**src/rtl/pipe_hazard_ctrl.sv**
```systemverilog
// pipe_hazard_ctrl: carries ID control words through EX/MEM/WB, resolves
// operand forwarding, stalls on load-use, kills the fetched instruction on
// redirects and counts stall/kill cycles with saturating counters.
//
// load-use counter lc:
//   lc     | meaning
//   0      | no stall owed beyond what a fresh load-use detect produces
//   1..3   | extra stall cycles still owed to a load-use already seen
module pipe_hazard_ctrl #(
  parameter int REG_ADDR_W  = 3,
  parameter int NUM_SRC     = 2,
  parameter int CTRL_W      = 16,
  parameter int LOAD_LAT    = 1,
  parameter int ZERO_REG_HW = 1,
  parameter int CNT_W       = 16
) (
  input  logic                          clk,
  input  logic                          reset,
  input  logic                          id_valid,
  input  logic [CTRL_W-1:0]             id_ctrl,
  input  logic [NUM_SRC*REG_ADDR_W-1:0] id_src,
  input  logic [NUM_SRC-1:0]            id_src_used,
  input  logic [REG_ADDR_W-1:0]         id_dst,
  input  logic                          id_regwr,
  input  logic                          id_memrd,
  input  logic                          id_redirect,
  input  logic                          ex_redirect,
  output logic                          stall,
  output logic                          kill_if,
  output logic [2*NUM_SRC-1:0]          fwd_sel,
  output logic [CTRL_W-1:0]             ex_ctrl,
  output logic [CTRL_W-1:0]             mem_ctrl,
  output logic [CTRL_W-1:0]             wb_ctrl,
  output logic [REG_ADDR_W-1:0]         ex_dst,
  output logic [REG_ADDR_W-1:0]         mem_dst,
  output logic [REG_ADDR_W-1:0]         wb_dst,
  output logic                          wb_regwr,
  output logic [CNT_W-1:0]              stall_cnt,
  output logic [CNT_W-1:0]              kill_cnt
);

  // First stall cycle comes from the live detect; lc covers the rest.
  localparam logic [1:0] LC_RELOAD = 2'(LOAD_LAT - 1);

  logic                  ex_valid_q, ex_valid_d;
  logic                  ex_regwr_q, ex_regwr_d;
  logic                  ex_memrd_q, ex_memrd_d;
  logic [CTRL_W-1:0]     ex_ctrl_q, ex_ctrl_d;
  logic [REG_ADDR_W-1:0] ex_dst_q, ex_dst_d;
  logic                  mem_valid_q, mem_valid_d;
  logic                  mem_regwr_q, mem_regwr_d;
  logic [CTRL_W-1:0]     mem_ctrl_q, mem_ctrl_d;
  logic [REG_ADDR_W-1:0] mem_dst_q, mem_dst_d;
  logic                  wb_valid_q, wb_valid_d;
  logic                  wb_regwr_q, wb_regwr_d;
  logic [CTRL_W-1:0]     wb_ctrl_q, wb_ctrl_d;
  logic [REG_ADDR_W-1:0] wb_dst_q, wb_dst_d;
  logic [1:0]            lc_q, lc_d;
  logic [CNT_W-1:0]      stall_cnt_q, stall_cnt_d;
  logic [CNT_W-1:0]      kill_cnt_q, kill_cnt_d;

  logic [NUM_SRC-1:0]    hit_ex, hit_mem, hit_wb;
  logic                  load_use;
  logic                  bubble;

  function automatic logic src_hit(
    input logic [REG_ADDR_W-1:0] src,
    input logic                  used,
    input logic                  stg_valid,
    input logic                  stg_regwr,
    input logic [REG_ADDR_W-1:0] stg_dst
  );
    logic zero_blk;
    zero_blk = (ZERO_REG_HW != 0) && (src == '0);
    return used && stg_valid && stg_regwr && (src == stg_dst) && !zero_blk;
  endfunction

  // Per-source producer match against each later stage, youngest wins.
  always_comb begin
    hit_ex  = '0;
    hit_mem = '0;
    hit_wb  = '0;
    fwd_sel = '0;
    for (int i = 0; i < NUM_SRC; i++) begin
      hit_ex[i]  = src_hit(id_src[i*REG_ADDR_W +: REG_ADDR_W], id_src_used[i],
                           ex_valid_q, ex_regwr_q, ex_dst_q);
      hit_mem[i] = src_hit(id_src[i*REG_ADDR_W +: REG_ADDR_W], id_src_used[i],
                           mem_valid_q, mem_regwr_q, mem_dst_q);
      hit_wb[i]  = src_hit(id_src[i*REG_ADDR_W +: REG_ADDR_W], id_src_used[i],
                           wb_valid_q, wb_regwr_q, wb_dst_q);
      if (hit_ex[i]) begin
        fwd_sel[2*i +: 2] = 2'b01;
      end else if (hit_mem[i]) begin
        fwd_sel[2*i +: 2] = 2'b10;
      end else if (hit_wb[i]) begin
        fwd_sel[2*i +: 2] = 2'b11;
      end
    end
  end

  // Stall/kill decisions; a redirect from EX overrides any load-use stall.
  always_comb begin
    load_use = ex_memrd_q & (|hit_ex);
    stall    = ~reset & ~ex_redirect & (load_use | (lc_q != 2'd0));
    kill_if  = ~reset & (ex_redirect | (id_redirect & ~stall));
    bubble   = ~id_valid | stall | ex_redirect;
  end

  // Next-state for the stage registers, load counter and perf counters.
  always_comb begin
    ex_valid_d  = ~bubble;
    ex_regwr_d  = ~bubble & id_regwr;
    ex_memrd_d  = ~bubble & id_memrd;
    ex_ctrl_d   = bubble ? '0 : id_ctrl;
    ex_dst_d    = bubble ? '0 : id_dst;
    mem_valid_d = ex_valid_q;
    mem_regwr_d = ex_regwr_q;
    mem_ctrl_d  = ex_ctrl_q;
    mem_dst_d   = ex_dst_q;
    wb_valid_d  = mem_valid_q;
    wb_regwr_d  = mem_regwr_q;
    wb_ctrl_d   = mem_ctrl_q;
    wb_dst_d    = mem_dst_q;

    lc_d = lc_q;
    if (ex_redirect) begin
      lc_d = 2'd0;
    end else if (load_use && (lc_q == 2'd0)) begin
      lc_d = LC_RELOAD;
    end else if (lc_q != 2'd0) begin
      lc_d = lc_q - 2'd1;
    end

    stall_cnt_d = stall_cnt_q;
    if (stall && (stall_cnt_q != '1)) begin
      stall_cnt_d = stall_cnt_q + CNT_W'(1);
    end
    kill_cnt_d = kill_cnt_q;
    if (kill_if && (kill_cnt_q != '1)) begin
      kill_cnt_d = kill_cnt_q + CNT_W'(1);
    end
  end

  // State registers, all cleared by the asynchronous reset.
  always_ff @(posedge clk or posedge reset) begin
    if (reset) begin
      ex_valid_q  <= 1'b0;
      ex_regwr_q  <= 1'b0;
      ex_memrd_q  <= 1'b0;
      ex_ctrl_q   <= '0;
      ex_dst_q    <= '0;
      mem_valid_q <= 1'b0;
      mem_regwr_q <= 1'b0;
      mem_ctrl_q  <= '0;
      mem_dst_q   <= '0;
      wb_valid_q  <= 1'b0;
      wb_regwr_q  <= 1'b0;
      wb_ctrl_q   <= '0;
      wb_dst_q    <= '0;
      lc_q        <= 2'd0;
      stall_cnt_q <= '0;
      kill_cnt_q  <= '0;
    end else begin
      ex_valid_q  <= ex_valid_d;
      ex_regwr_q  <= ex_regwr_d;
      ex_memrd_q  <= ex_memrd_d;
      ex_ctrl_q   <= ex_ctrl_d;
      ex_dst_q    <= ex_dst_d;
      mem_valid_q <= mem_valid_d;
      mem_regwr_q <= mem_regwr_d;
      mem_ctrl_q  <= mem_ctrl_d;
      mem_dst_q   <= mem_dst_d;
      wb_valid_q  <= wb_valid_d;
      wb_regwr_q  <= wb_regwr_d;
      wb_ctrl_q   <= wb_ctrl_d;
      wb_dst_q    <= wb_dst_d;
      lc_q        <= lc_d;
      stall_cnt_q <= stall_cnt_d;
      kill_cnt_q  <= kill_cnt_d;
    end
  end

  assign ex_ctrl   = ex_ctrl_q;
  assign mem_ctrl  = mem_ctrl_q;
  assign wb_ctrl   = wb_ctrl_q;
  assign ex_dst    = ex_dst_q;
  assign mem_dst   = mem_dst_q;
  assign wb_dst    = wb_dst_q;
  assign wb_regwr  = wb_valid_q & wb_regwr_q;
  assign stall_cnt = stall_cnt_q;
  assign kill_cnt  = kill_cnt_q;

endmodule

```
**config.mk**
```make
export PLATFORM = sky130hd
export DESIGN_NAME = pipe_hazard_ctrl
export DESIGN_NICKNAME = d
export VERILOG_FILES = /design/src/rtl/pipe_hazard_ctrl.sv
export SDC_FILE = /design/constraint.sdc
export NUM_CORES = 1
export LEC_CHECK = 0
export CORE_UTILIZATION = 40
export CTS_BUF_LIST = sky130_fd_sc_hd__clkbuf_4
export CTS_CLUSTER_DIAMETER = 200
export DETAILED_ROUTE_END_ITERATION = 6
export DONT_BUFFER_PORTS = 1
export SYNTH_ARGS = -nofsm -noshare
export SYNTH_HDL_FRONTEND = slang
export SYNTH_SLANG_ARGS = --single-unit
```
**constraint.sdc**
```tcl
create_clock -name clk -period 10.94 [get_ports clk]
set_clock_uncertainty 0.05 [all_clocks]
set_input_delay 1.641 -clock clk [delete_from_list [all_inputs] [get_ports clk]]
set_output_delay 1.641 -clock clk [all_outputs]
set_load 0.02 [all_outputs]
```
==> metrics.txt, run 1 <==
# TYPE chip_impl_metric gauge
chip_impl_metric{name="fp.dieArea",unit="sq um"} 10000
chip_impl_metric{name="die_h",unit="microns"} 100
chip_impl_metric{name="via_count",unit=""} 2272
chip_impl_metric{name="wirelength",unit="mm"} 7.67
chip_impl_info{name="timing.hold.worst.class",value="reg -> reg"} 1
chip_impl_metric{name="clk_latency",unit="ps"} 440
chip_impl_metric{name="synth_top_cell_area_share",unit="%"} 63.6
chip_impl_metric{name="number_of_global_route_vias_before_repair",unit=""} 2357
chip_impl_metric{name="synth.yosys.warnings",unit=""} 0
chip_impl_metric{name="final_cell_area",unit="sq um"} 4120
chip_impl_metric{name="core_region_area",unit="sq um"} 9280
chip_impl_info{name="setup_repair_after_global_routing_missed_its_margin",value="no"} 1
chip_impl_metric{name="yosysSeqAreaShare",unit="%"} 63.6
chip_impl_info{name="critical_path.startpoint_type",value="primary input"} 1
chip_impl_metric{name="power.leakage",unit="nW"} 1.91
chip_impl_metric{name="grt_max_degree",unit=""} 72
chip_impl_metric{name="core.rowCount",unit=""} 35
chip_impl_metric{name="dp.final_hpwl",unit="mm"} 5.45
chip_impl_metric{name="ctsResizeCount",unit=""} 0
chip_impl_metric{name="final_min_period_over_clock_period",unit="%"} 45.2
chip_impl_metric{name="setup-tns-final",unit="ps"} 0
chip_impl_metric{name="post_cts_buffers",unit=""} 0
chip_impl_info{name="most_used_cells_in_the_layout_excluding_fill_and_tap_cells",value="sky130_fd_sc_hd__dfrtp_1 (98), sky130_fd_sc_hd__xnor2_1 (28), sky130_fd_sc_hd__and2_1 (25), sky130_fd_sc_hd__nand4_1 (16), sky130_fd_sc_hd__and3_1 (15)"} 1
chip_impl_info{name="run_status",value="finished clean"} 1
chip_impl_info{name="yosys-top-cells-area",value="sky130_fd_sc_hd__dfrtp_1 (64%), sky130_fd_sc_hd__xnor2_1 (6.4%), sky130_fd_sc_hd__and2_1 (4.1%)"} 1
chip_impl_metric{name="post_placement_cell_area",unit="sq um"} 3990
chip_impl_metric{name="report.power.total",unit="W"} 0.000655
chip_impl_metric{name="critPathRequiredTime",unit="ps"} 9250
chip_impl_metric{name="power_density",unit="nW/um^2"} 159
chip_impl_metric{name="tritoncts.num_buffers",unit=""} 9
chip_impl_metric{name="vias_per_cell",unit=""} 5.18
chip_impl_info{name="synth-main-ff-cell",value="sky130_fd_sc_hd__dfrtp_1"} 1
chip_impl_info{name="worstPathCellList",value="or3b_1, a211oi_1, o211ai_2, a21o_1, nand2_1"} 1
chip_impl_metric{name="area_growth",unit="%"} 6.78
chip_impl_metric{name="postSynthNetCount",unit=""} 337
chip_impl_metric{name="synth_cell_type_count",unit=""} 39
chip_impl_metric{name="fraction_of_final_layout_cells_sized_beyond_drive_strength_1",unit="%"} 10.0
chip_impl_metric{name="clock_sinks",unit=""} 98
chip_impl_info{name="cts-root-buf",value="sky130_fd_sc_hd__clkbuf_4"} 1
chip_impl_metric{name="fin_crit",unit="ps"} 4940
chip_impl_metric{name="post_layout_nonfiller_instances",unit=""} 439
chip_impl_metric{name="place.port_buffers",unit=""} 0
chip_impl_info{name="mostFrequentLayoutCell",value="sky130_fd_sc_hd__dfrtp_1"} 1
chip_impl_metric{name="tritonroute_pass_1_iters",unit=""} 4
chip_impl_metric{name="yosys_register_bits",unit=""} 98
chip_impl_metric{name="report.final.hold_viol_count",unit=""} 0
chip_impl_metric{name="synthArstFlopShare",unit="%"} 100
chip_impl_metric{name="ant_nets",unit=""} 0
chip_impl_metric{name="clock_path_buffers",unit=""} 2
chip_impl_metric{name="h-tree-depth",unit=""} 3
chip_impl_metric{name="start_util",unit="%"} 41.5
chip_impl_metric{name="mean_routed_wirelength_per_cell",unit="microns"} 17.5
chip_impl_metric{name="initial_antenna_violation_count",unit=""} 2
chip_impl_info{name="endpoint_kind",value="output port"} 1
chip_impl_info{name="setup.worst_path.class",value="in -> out"} 1
chip_impl_metric{name="synth-edff-count",unit=""} 0
chip_impl_metric{name="cp.arrival",unit="ps"} 3250
chip_impl_metric{name="setup_viol",unit=""} 0
chip_impl_metric{name="boundaryPins",unit=""} 130
chip_impl_metric{name="utilization",unit="%"} 44.4
chip_impl_info{name="critical-path-slowest-cell",value="sky130_fd_sc_hd__a21o_1"} 1
chip_impl_info{name="tritoncts",value="done"} 1
chip_impl_metric{name="highest_ir_drop_seen_on_vdd",unit="mV"} 0.0626
chip_impl_metric{name="headroom_to_the_max_slew_limit",unit="%"} 37.6
chip_impl_metric{name="max_freq",unit="GHz"} 0.202
chip_impl_metric{name="post-route-drc-count",unit=""} 0
chip_impl_metric{name="grt_pass1_wl",unit="mm"} 12.4
chip_impl_metric{name="synth.avg_cell_area",unit="sq um"} 12.8
chip_impl_metric{name="report.final.slew_viol_count",unit=""} 0
chip_impl_metric{name="synthesis.instances",unit=""} 301
chip_impl_metric{name="critical-path-max-stage-delay",unit="ps"} 450
chip_impl_metric{name="dr.first_iter.drc_count",unit=""} 67
chip_impl_metric{name="crit_path_max_fanout",unit=""} 22
chip_impl_metric{name="die_width",unit="microns"} 100
chip_impl_metric{name="groute.usage.overall",unit="%"} 16.2
chip_impl_metric{name="max_slew.worst_pin.slew",unit="ps"} 932
chip_impl_metric{name="cap_viol_max_count",unit=""} 0
chip_impl_metric{name="place.detailed.instances",unit=""} 422
chip_impl_metric{name="cts_hold_buffers",unit=""} 0
chip_impl_metric{name="design.final.nets",unit=""} 340
chip_impl_metric{name="total_congestion_overflow_after_global_routing",unit=""} 0
chip_impl_metric{name="synth_area",unit="sq um"} 3860
chip_impl_metric{name="cts.reportedPaths.clkPinSlew",unit="ps"} 160
chip_impl_info{name="synth_top_cell_by_area",value="sky130_fd_sc_hd__dfrtp_1"} 1
chip_impl_metric{name="gp_congestion",unit=""} 0.814
[critical path, delay by kind of cell]
| kind | cells | cell delay (ps) |
|---|---|---|
| AO/OA/AOI/OAI | 3 | 910 |
| AND/OR/NAND/NOR | 2 | 690 |
[sequential cells by signal, summed over array words and instances (netlist names), 2 cells and up]
signal     flops
lc_q           2
kill_cnt      16
mem_ctrl      16
stall_cnt     16
wb_ctrl       16
ex_dst         3
wb_dst         3
mem_dst        3
ex_ctrl       16
[metrics by stage]
| step | hold slack, ps | setup slack, ps |
|---|---|---|
| final | 340 | 6000 |
| after global placement | 301 | 6020 |
| after CTS | 344 | 5970 |
| after floorplan | 297 | 4330 |
| after global routing | 349 | 5830 |
| after detailed placement | 306 | 5980 |
[cell families after synthesis]
logic type      share of synthesized area, %
simple gates                            16.8
flops                                   63.6
xor+xnor                                8.63
compound gates                          7.33
buf+inv                                 1.52
mux                                     1.46
fa+ha+maj                              0.649
[synthesized netlist by cell type (3+ instances only)]
library cell,instances
sky130_fd_sc_hd__nand2b_1,4
sky130_fd_sc_hd__a211oi_2,5
sky130_fd_sc_hd__and2_1,25
sky130_fd_sc_hd__o21ai_0,3
sky130_fd_sc_hd__xor2_1,10
sky130_fd_sc_hd__inv_1,3
sky130_fd_sc_hd__nand3_1,8
sky130_fd_sc_hd__mux2_2,5
sky130_fd_sc_hd__dfrtp_1,98
sky130_fd_sc_hd__o211ai_1,5
sky130_fd_sc_hd__nor3_1,5
sky130_fd_sc_hd__nor2_1,8
sky130_fd_sc_hd__and4_1,3
sky130_fd_sc_hd__nand4_1,16
sky130_fd_sc_hd__xnor2_1,28
sky130_fd_sc_hd__nand2_1,14
sky130_fd_sc_hd__a21boi_0,3
sky130_fd_sc_hd__nor3b_1,6
sky130_fd_sc_hd__a21oi_1,7
sky130_fd_sc_hd__and3_1,15
sky130_fd_sc_hd__clkbuf_1,5
[metal layers]
layer / global-route usage, % / up-vias / part of all wire, %
met5: 0 / - / 0.22
met4: 4.35 / 2 / 0.89
met3: 6.75 / 7 / 7.7
met2: 25.0 / 76 / 48
met1: 21.1 / 1122 / 43
li1: - / 1065 / -
[cell type report]
cell class                 instances  area [sq um]
sequential                        98          2450
clock inverter                     7          58.8
antenna                            1          2.50
multi-input combinational        191          1360
fill                             887          5160
inverter                           3          13.8
timing repair buffer               1          7.51
clock buffer                       9          67.6
tap                              129           161
[report_power, final]
| group | internal [W] | switching [W] |
|---|---|---|
| logic | 0.0000204 | 0.0000205 |
| clock network | 0.0000512 | 0.000128 |
| registers | 0.000384 | 0.0000502 |
| total | 0.000455 | 0.000199 |
[worst paths after layout]
path / slack [ps] / cells past startpoint / endpoint / start
setup / recovery: 6000 / 5 / stall / id_src[5]
hold / removal: 340 / 0 / wb_regwr_q$_DFF_PP0_ / mem_regwr_q$_DFF_PP0_
setup reg to reg: 8120 / 6 / stall_cnt[14]$_DFFE_PP0P_ / ex_dst[2]$_DFF_PP0_
hold reg to reg: 340 / 0 / wb_regwr_q$_DFF_PP0_ / mem_regwr_q$_DFF_PP0_
max in group asynchronous: 8680 / 2 / kill_cnt[11]$_DFFE_PP0P_ / reset
min in group asynchronous: 970 / 1 / stall_cnt[0]$_DFFE_PP0P_ / reset
No activity file was read; power rests on OpenSTA's default activity.
==> run 2, diff against run 1 <==
Clock period 10.94 ns to 4.9 ns, I/O delays scaled along.
==> run 2 against run 1 <==
Net effect: critical path depth unchanged; clock-buffer cell count unchanged; design area increased by 0.24%; clock power increased by 120%; combinational power increased by 130%; global-route usage increased by 0.071 points; first-iteration DRC count decreased by 4.5%; sequential cell count unchanged; final cell count increased by 0.23%; worst hold slack got worse by 50 ps; via count increased by 2.7%.
==> metrics.txt, run 2 (synthesis results as in run 1) <==
# TYPE chip_impl_metric gauge
chip_impl_info{name="run_status",value="finished clean"} 1
chip_impl_metric{name="via_count",unit=""} 2334
chip_impl_metric{name="report.final.hold_viol_count",unit=""} 0
chip_impl_metric{name="area_growth",unit="%"} 7.04
chip_impl_metric{name="fin_crit",unit="ps"} 3520
chip_impl_info{name="tritoncts",value="done"} 1
chip_impl_metric{name="postLayoutSetupSlackWorst",unit="ps"} 1380
chip_impl_metric{name="number_of_global_route_vias_before_repair",unit=""} 2396
chip_impl_metric{name="cts_hold_buffers",unit=""} 1
chip_impl_metric{name="groute.usage.overall",unit="%"} 16.3
chip_impl_info{name="setup.worst_path.class",value="reg -> out"} 1
chip_impl_metric{name="power_density",unit="nW/um^2"} 354
chip_impl_metric{name="boundaryPins",unit=""} 130
chip_impl_info{name="critical_path.startpoint_type",value="register"} 1
chip_impl_metric{name="report.final.slew_viol_count",unit=""} 0
chip_impl_metric{name="ctsResizeCount",unit=""} 0
chip_impl_metric{name="clock_path_buffers",unit=""} 2
chip_impl_metric{name="cp.arrival",unit="ps"} 2730
chip_impl_metric{name="grt_max_degree",unit=""} 86
chip_impl_metric{name="crit_path_max_fanout",unit=""} 11
chip_impl_metric{name="fraction_of_final_layout_cells_sized_beyond_drive_strength_1",unit="%"} 10.0
chip_impl_info{name="min-delay-start",value="ex_redirect"} 1
chip_impl_metric{name="die_width",unit="microns"} 100
chip_impl_metric{name="clk_latency",unit="ps"} 430
chip_impl_metric{name="design.final.nets",unit=""} 341
chip_impl_metric{name="total_congestion_overflow_after_global_routing",unit=""} 0
chip_impl_metric{name="die_h",unit="microns"} 100
chip_impl_metric{name="h-tree-depth",unit=""} 3
chip_impl_info{name="worstPathCellList",value="or3b_1, a211oi_1, o211ai_2, a21oi_2, nor2_1"} 1
chip_impl_info{name="most_used_cells_in_the_layout_excluding_fill_and_tap_cells",value="sky130_fd_sc_hd__dfrtp_1 (98), sky130_fd_sc_hd__xnor2_1 (28), sky130_fd_sc_hd__and2_1 (25), sky130_fd_sc_hd__nand4_1 (16), sky130_fd_sc_hd__and3_1 (15)"} 1
chip_impl_metric{name="grt_pass1_wl",unit="mm"} 12.5
chip_impl_metric{name="post_layout_nonfiller_instances",unit=""} 440
chip_impl_info{name="cts-root-buf",value="sky130_fd_sc_hd__clkbuf_4"} 1
chip_impl_metric{name="setup-tns-final",unit="ps"} 0
chip_impl_metric{name="post_placement_cell_area",unit="sq um"} 3990
chip_impl_info{name="timing.hold.worst.class",value="in -> reg"} 1
chip_impl_info{name="setup_repair_after_global_routing_missed_its_margin",value="no"} 1
chip_impl_metric{name="max_slew.worst_pin.slew",unit="ps"} 1060
chip_impl_info{name="mostFrequentLayoutCell",value="sky130_fd_sc_hd__dfrtp_1"} 1
chip_impl_metric{name="reg2reg_depth",unit=""} 6
chip_impl_metric{name="cts.reportedPaths.clkPinSlew",unit="ps"} 160
chip_impl_metric{name="cap_viol_max_count",unit=""} 0
chip_impl_info{name="whs_endpoint",value="lc_q[0]$_DFFE_PP0P_"} 1
chip_impl_metric{name="worst-r2r-setup-slack",unit="ps"} 2110
chip_impl_metric{name="fp.dieArea",unit="sq um"} 10000
chip_impl_info{name="worst_r2r_startpoint",value="ex_dst[2]$_DFF_PP0_"} 1
chip_impl_metric{name="final_cell_area",unit="sq um"} 4130
chip_impl_metric{name="n_fill_cell",unit=""} 915
chip_impl_metric{name="fin_hold_ws",unit="ps"} 290
chip_impl_metric{name="initial_antenna_violation_count",unit=""} 2
chip_impl_metric{name="clock_sinks",unit=""} 98
chip_impl_metric{name="core_region_area",unit="sq um"} 9280
chip_impl_metric{name="headroom_to_the_max_slew_limit",unit="%"} 29.6
chip_impl_metric{name="post_cts_buffers",unit=""} 0
chip_impl_metric{name="highest_ir_drop_seen_on_vdd",unit="mV"} 0.156
chip_impl_metric{name="power.leakage",unit="nW"} 1.92
chip_impl_info{name="critical-path-slowest-cell",value="sky130_fd_sc_hd__dfrtp_1"} 1
chip_impl_metric{name="place.detailed.instances",unit=""} 422
chip_impl_metric{name="setup_viol",unit=""} 0
chip_impl_metric{name="mean_routed_wirelength_per_cell",unit="microns"} 17.5
chip_impl_metric{name="core.rowCount",unit=""} 35
chip_impl_metric{name="dp_slack",unit="ps"} 1740
chip_impl_metric{name="post-route-drc-count",unit=""} 0
chip_impl_metric{name="dp.final_hpwl",unit="mm"} 5.46
chip_impl_metric{name="final_min_period_over_clock_period",unit="%"} 71.8
chip_impl_metric{name="tritoncts.num_buffers",unit=""} 9
chip_impl_metric{name="wirelength",unit="mm"} 7.72
chip_impl_metric{name="tritonroute_pass_1_iters",unit=""} 4
chip_impl_metric{name="dr.first_iter.drc_count",unit=""} 64
chip_impl_metric{name="worstHoldPathCells",unit=""} 1
chip_impl_metric{name="place.port_buffers",unit=""} 0
chip_impl_metric{name="ant_nets",unit=""} 0
chip_impl_metric{name="vias_per_cell",unit=""} 5.30
chip_impl_metric{name="start_util",unit="%"} 41.5
chip_impl_info{name="endpoint_kind",value="output port"} 1
chip_impl_metric{name="critical-path-max-stage-delay",unit="ps"} 580
chip_impl_metric{name="gp_congestion",unit=""} 0.796
chip_impl_metric{name="max_freq",unit="GHz"} 0.284
chip_impl_info{name="timing.rr.end",value="stall_cnt[14]$_DFFE_PP0P_"} 1
chip_impl_metric{name="critPathRequiredTime",unit="ps"} 4120
[run 2: cell count changes in the layout (fill, tap and decap cells not counted)]
cell                            delta
sky130_fd_sc_hd__dlygate4sd3_1     +1
[run 2: worst max-delay path by stage]
stage                        startpoint      end
floorplan                         reset  kill_if
global placement              id_src[5]  kill_if
detailed placement            id_src[5]  kill_if
CTS                 ex_dst[2]$_DFF_PP0_  kill_if
global route        ex_dst[2]$_DFF_PP0_    stall
finish              ex_dst[2]$_DFF_PP0_  kill_if
[run 2: through the flow]
step	utilization [%]	power [W]
detailed placement	43.0	0.00108
finish	44.5	0.00146
CTS	44.4	0.00149
global route	44.4	0.00154
floorplan	-	0.00105
global placement	43.0	0.00108
[run 2: area by class of cell]
cell class	instances	area (sq um)	area share, %
Sequential cell	98	2450	59.4
Multi-Input combinational cell	191	1360	32.8
Tap cell	129	161	3.91
Clock buffer	9	67.6	1.64
Clock inverter	7	58.8	1.42
Timing Repair Buffer	2	17.5	0.424
Inverter	3	13.8	0.333
Antenna cell	1	2.50	0.0606
[run 2: critical path: cells and delay by family, from the launching register on]
kind	cells	cell delay, ps
AOI/OAI and AO/OA	3	1020
and+or+nand+nor	2	710
DFF	1	580
[run 2: where the power goes]
part	internal, W	total [W]	switching [W]
clock network	0.000114	0.000398	0.000284
registers	0.000857	0.000970	0.000113
logic	0.0000460	0.0000921	0.0000460
[run 2: layer usage]
layer	wire length [microns]	vias up	track usage, %
li1	-	1070	-
met1	3200	1167	20.9
met2	3760	88	25.4
met3	667	7	6.41
met4	70	2	5.02
met5	17	-	0
==> run 3, diff against run 2 <==
Clock period 4.9 ns to 3.7 ns, I/O delays scaled along.
==> run 3 against run 2 <==
Net effect: worst hold slack lost 170 ps; critical path depth is the same; final cell count grew 0.23%; via count shrank 0.94%; largest power group unchanged.
==> metrics.txt, run 3 (synthesis results as in run 1) <==
# TYPE chip_impl_metric gauge
chip_impl_metric{name="critPathRequiredTime",unit="ps"} 3090
chip_impl_metric{name="mean_routed_wirelength_per_cell",unit="microns"} 17.4
chip_impl_metric{name="h-tree-depth",unit=""} 3
chip_impl_metric{name="groute.usage.overall",unit="%"} 15.8
chip_impl_info{name="tritoncts",value="done"} 1
chip_impl_metric{name="cap_viol_max_count",unit=""} 0
chip_impl_info{name="most_used_cells_in_the_layout_excluding_fill_and_tap_cells",value="sky130_fd_sc_hd__dfrtp_1 (98), sky130_fd_sc_hd__xnor2_1 (28), sky130_fd_sc_hd__and2_1 (25), sky130_fd_sc_hd__nand4_1 (16), sky130_fd_sc_hd__and3_1 (15)"} 1
chip_impl_metric{name="fin_hold_ws",unit="ps"} 121
chip_impl_metric{name="fin_crit",unit="ps"} 3280
chip_impl_info{name="busiest_layer",value="met2"} 1
chip_impl_metric{name="dr.first_iter.drc_count",unit=""} 50
chip_impl_metric{name="report.final.slew_viol_count",unit=""} 0
chip_impl_metric{name="max_freq",unit="GHz"} 0.305
chip_impl_metric{name="gp_congestion",unit=""} 0.760
chip_impl_metric{name="tritonroute_pass_1_iters",unit=""} 4
chip_impl_metric{name="tritoncts.num_buffers",unit=""} 9
chip_impl_metric{name="final_min_period_over_clock_period",unit="%"} 88.7
chip_impl_metric{name="fraction_of_met2_tracks_used_by_global_routing",unit="%"} 24.4
chip_impl_info{name="setup.worst_path.class",value="reg -> out"} 1
chip_impl_metric{name="fp.dieArea",unit="sq um"} 10000
chip_impl_metric{name="fraction_of_final_layout_cells_sized_beyond_drive_strength_1",unit="%"} 10.3
chip_impl_metric{name="core.rowCount",unit=""} 35
chip_impl_metric{name="clock_path_buffers",unit=""} 2
chip_impl_metric{name="boundaryPins",unit=""} 130
chip_impl_metric{name="report.final.hold_viol_count",unit=""} 0
chip_impl_metric{name="ant_nets",unit=""} 0
chip_impl_metric{name="post_layout_nonfiller_instances",unit=""} 441
chip_impl_info{name="setup_repair_after_global_routing_missed_its_margin",value="no"} 1
chip_impl_info{name="mostFrequentLayoutCell",value="sky130_fd_sc_hd__dfrtp_1"} 1
chip_impl_metric{name="place.port_buffers",unit=""} 0
chip_impl_metric{name="setup_viol",unit=""} 0
chip_impl_metric{name="design.final.nets",unit=""} 342
chip_impl_info{name="critical_path.startpoint_type",value="register"} 1
chip_impl_metric{name="cts.reportedPaths.clkPinSlew",unit="ps"} 160
chip_impl_metric{name="grt_max_degree",unit=""} 80
chip_impl_metric{name="initial_antenna_violation_count",unit=""} 1
chip_impl_metric{name="globalRouteMet1Util",unit="%"} 20.3
chip_impl_metric{name="power_density",unit="nW/um^2"} 467
chip_impl_info{name="timing.hold.worst.class",value="in -> reg"} 1
chip_impl_metric{name="grt_pass1_wl",unit="mm"} 11.9
chip_impl_info{name="cts-root-buf",value="sky130_fd_sc_hd__clkbuf_4"} 1
chip_impl_metric{name="die_h",unit="microns"} 100
chip_impl_metric{name="post_cts_buffers",unit=""} 0
chip_impl_metric{name="die_width",unit="microns"} 100
chip_impl_metric{name="post-route-drc-count",unit=""} 0
chip_impl_metric{name="total_congestion_overflow_after_global_routing",unit=""} 0
chip_impl_info{name="cp_top_family",value="compound AO/OA/AOI/OAI gates"} 1
chip_impl_metric{name="clk_latency",unit="ps"} 440
chip_impl_metric{name="clock_sinks",unit=""} 98
chip_impl_metric{name="global_route.usage.met3",unit="%"} 5.78
chip_impl_info{name="critical-path-slowest-cell",value="sky130_fd_sc_hd__dfrtp_1"} 1
chip_impl_metric{name="max_slew.worst_pin.slew",unit="ps"} 975
chip_impl_metric{name="number_of_global_route_vias_before_repair",unit=""} 2289
chip_impl_metric{name="highest_ir_drop_seen_on_vdd",unit="mV"} 0.262
chip_impl_metric{name="power.leakage",unit="nW"} 1.92
chip_impl_metric{name="timing.critical_path.buf_inv",unit=""} 0
chip_impl_metric{name="wirelength",unit="mm"} 7.67
chip_impl_metric{name="headroom_to_the_max_slew_limit",unit="%"} 35.0
chip_impl_metric{name="via_count",unit=""} 2312
chip_impl_metric{name="place.detailed.instances",unit=""} 423
chip_impl_metric{name="utilization",unit="%"} 44.6
chip_impl_metric{name="area_growth",unit="%"} 7.27
chip_impl_metric{name="report.power.total",unit="W"} 0.00193
chip_impl_info{name="run_status",value="finished clean"} 1
chip_impl_metric{name="critical-path-max-stage-delay",unit="ps"} 580
chip_impl_info{name="endpoint_kind",value="output port"} 1
chip_impl_info{name="worstPathCellList",value="or3b_1, a211oi_1, o211ai_2, a21o_1, nand2_1"} 1
chip_impl_metric{name="dp.final_hpwl",unit="mm"} 5.43
chip_impl_metric{name="cp.arrival",unit="ps"} 2680
chip_impl_metric{name="vias_per_cell",unit=""} 5.24
chip_impl_metric{name="crit_path_max_fanout",unit=""} 22
chip_impl_metric{name="setup-tns-final",unit="ps"} 0
chip_impl_metric{name="start_util",unit="%"} 41.5
chip_impl_metric{name="core_region_area",unit="sq um"} 9280
[run 3: report_power, final]
part	switching, W	internal [W]
combinational	0.0000606	0.0000610
clock	0.000374	0.000151
sequential	0.000149	0.00113
[run 3: what timing repair did]
item / in CTS / in global routing
endpoints found under the hold margin: 19 / 0
resized for setup: 0 / 0
endpoints found under the setup margin: 0 / 0
hold buffers: 1 / 0
[run 3: layer usage]
metal  wire length (microns)  share of wire [%]
met1                    3310                 43
met3                     527                6.9
met2                    3720                 49
met5                       0                  0
met4                     106                1.4
[run 3: worst reg2reg max path: cells and delay by family (launching register included)]
| family | cells | cell delay (ps) |
|---|---|---|
| flip-flops | 1 | 580 |
| AO/OA/AOI/OAI | 4 | 1240 |
| AND/OR/NAND/NOR | 1 | 430 |
| multiplexers | 1 | 370 |
[run 3: path summary, 6_finish.rpt]
check / from / endpoint / slack (ps) / depth (start not counted)
min in group asynchronous: reset / stall_cnt[3]$_DFFE_PP0P_ / 530 / 2
setup reg to reg: ex_dst[2]$_DFF_PP0_ / stall_cnt[1]$_DFFE_PP0P_ / 930 / 6
max in group asynchronous: reset / kill_cnt[13]$_DFFE_PP0P_ / 1760 / 3
hold / removal: ex_redirect / lc_q[0]$_DFFE_PP0P_ / 120 / 1
setup / recovery: ex_dst[2]$_DFF_PP0_ / stall / 420 / 5
hold reg to reg: ex_regwr_q$_DFF_PP0_ / mem_regwr_q$_DFF_PP0_ / 330 / 0
[run 3: cell type report]
type | instances | area [sq um]
clock inverter | 7 | 58.8
sequential | 98 | 2450
fill | 878 | 5150
tap | 129 | 161
clock buffer | 9 | 67.6
inverter | 3 | 15.0
timing repair buffer | 3 | 25.0
antenna | 1 | 2.50
multi-input combinational | 191 | 1360
[run 3: metrics by stage]
stage	cell area, sq um	setup slack, ps
6_report	4140	417
5_1_grt	4140	198
4_1_cts	4140	365
3_5_place_dp	4000	895
3_3_place_gp	4000	915
2_1_floorplan	3860	368
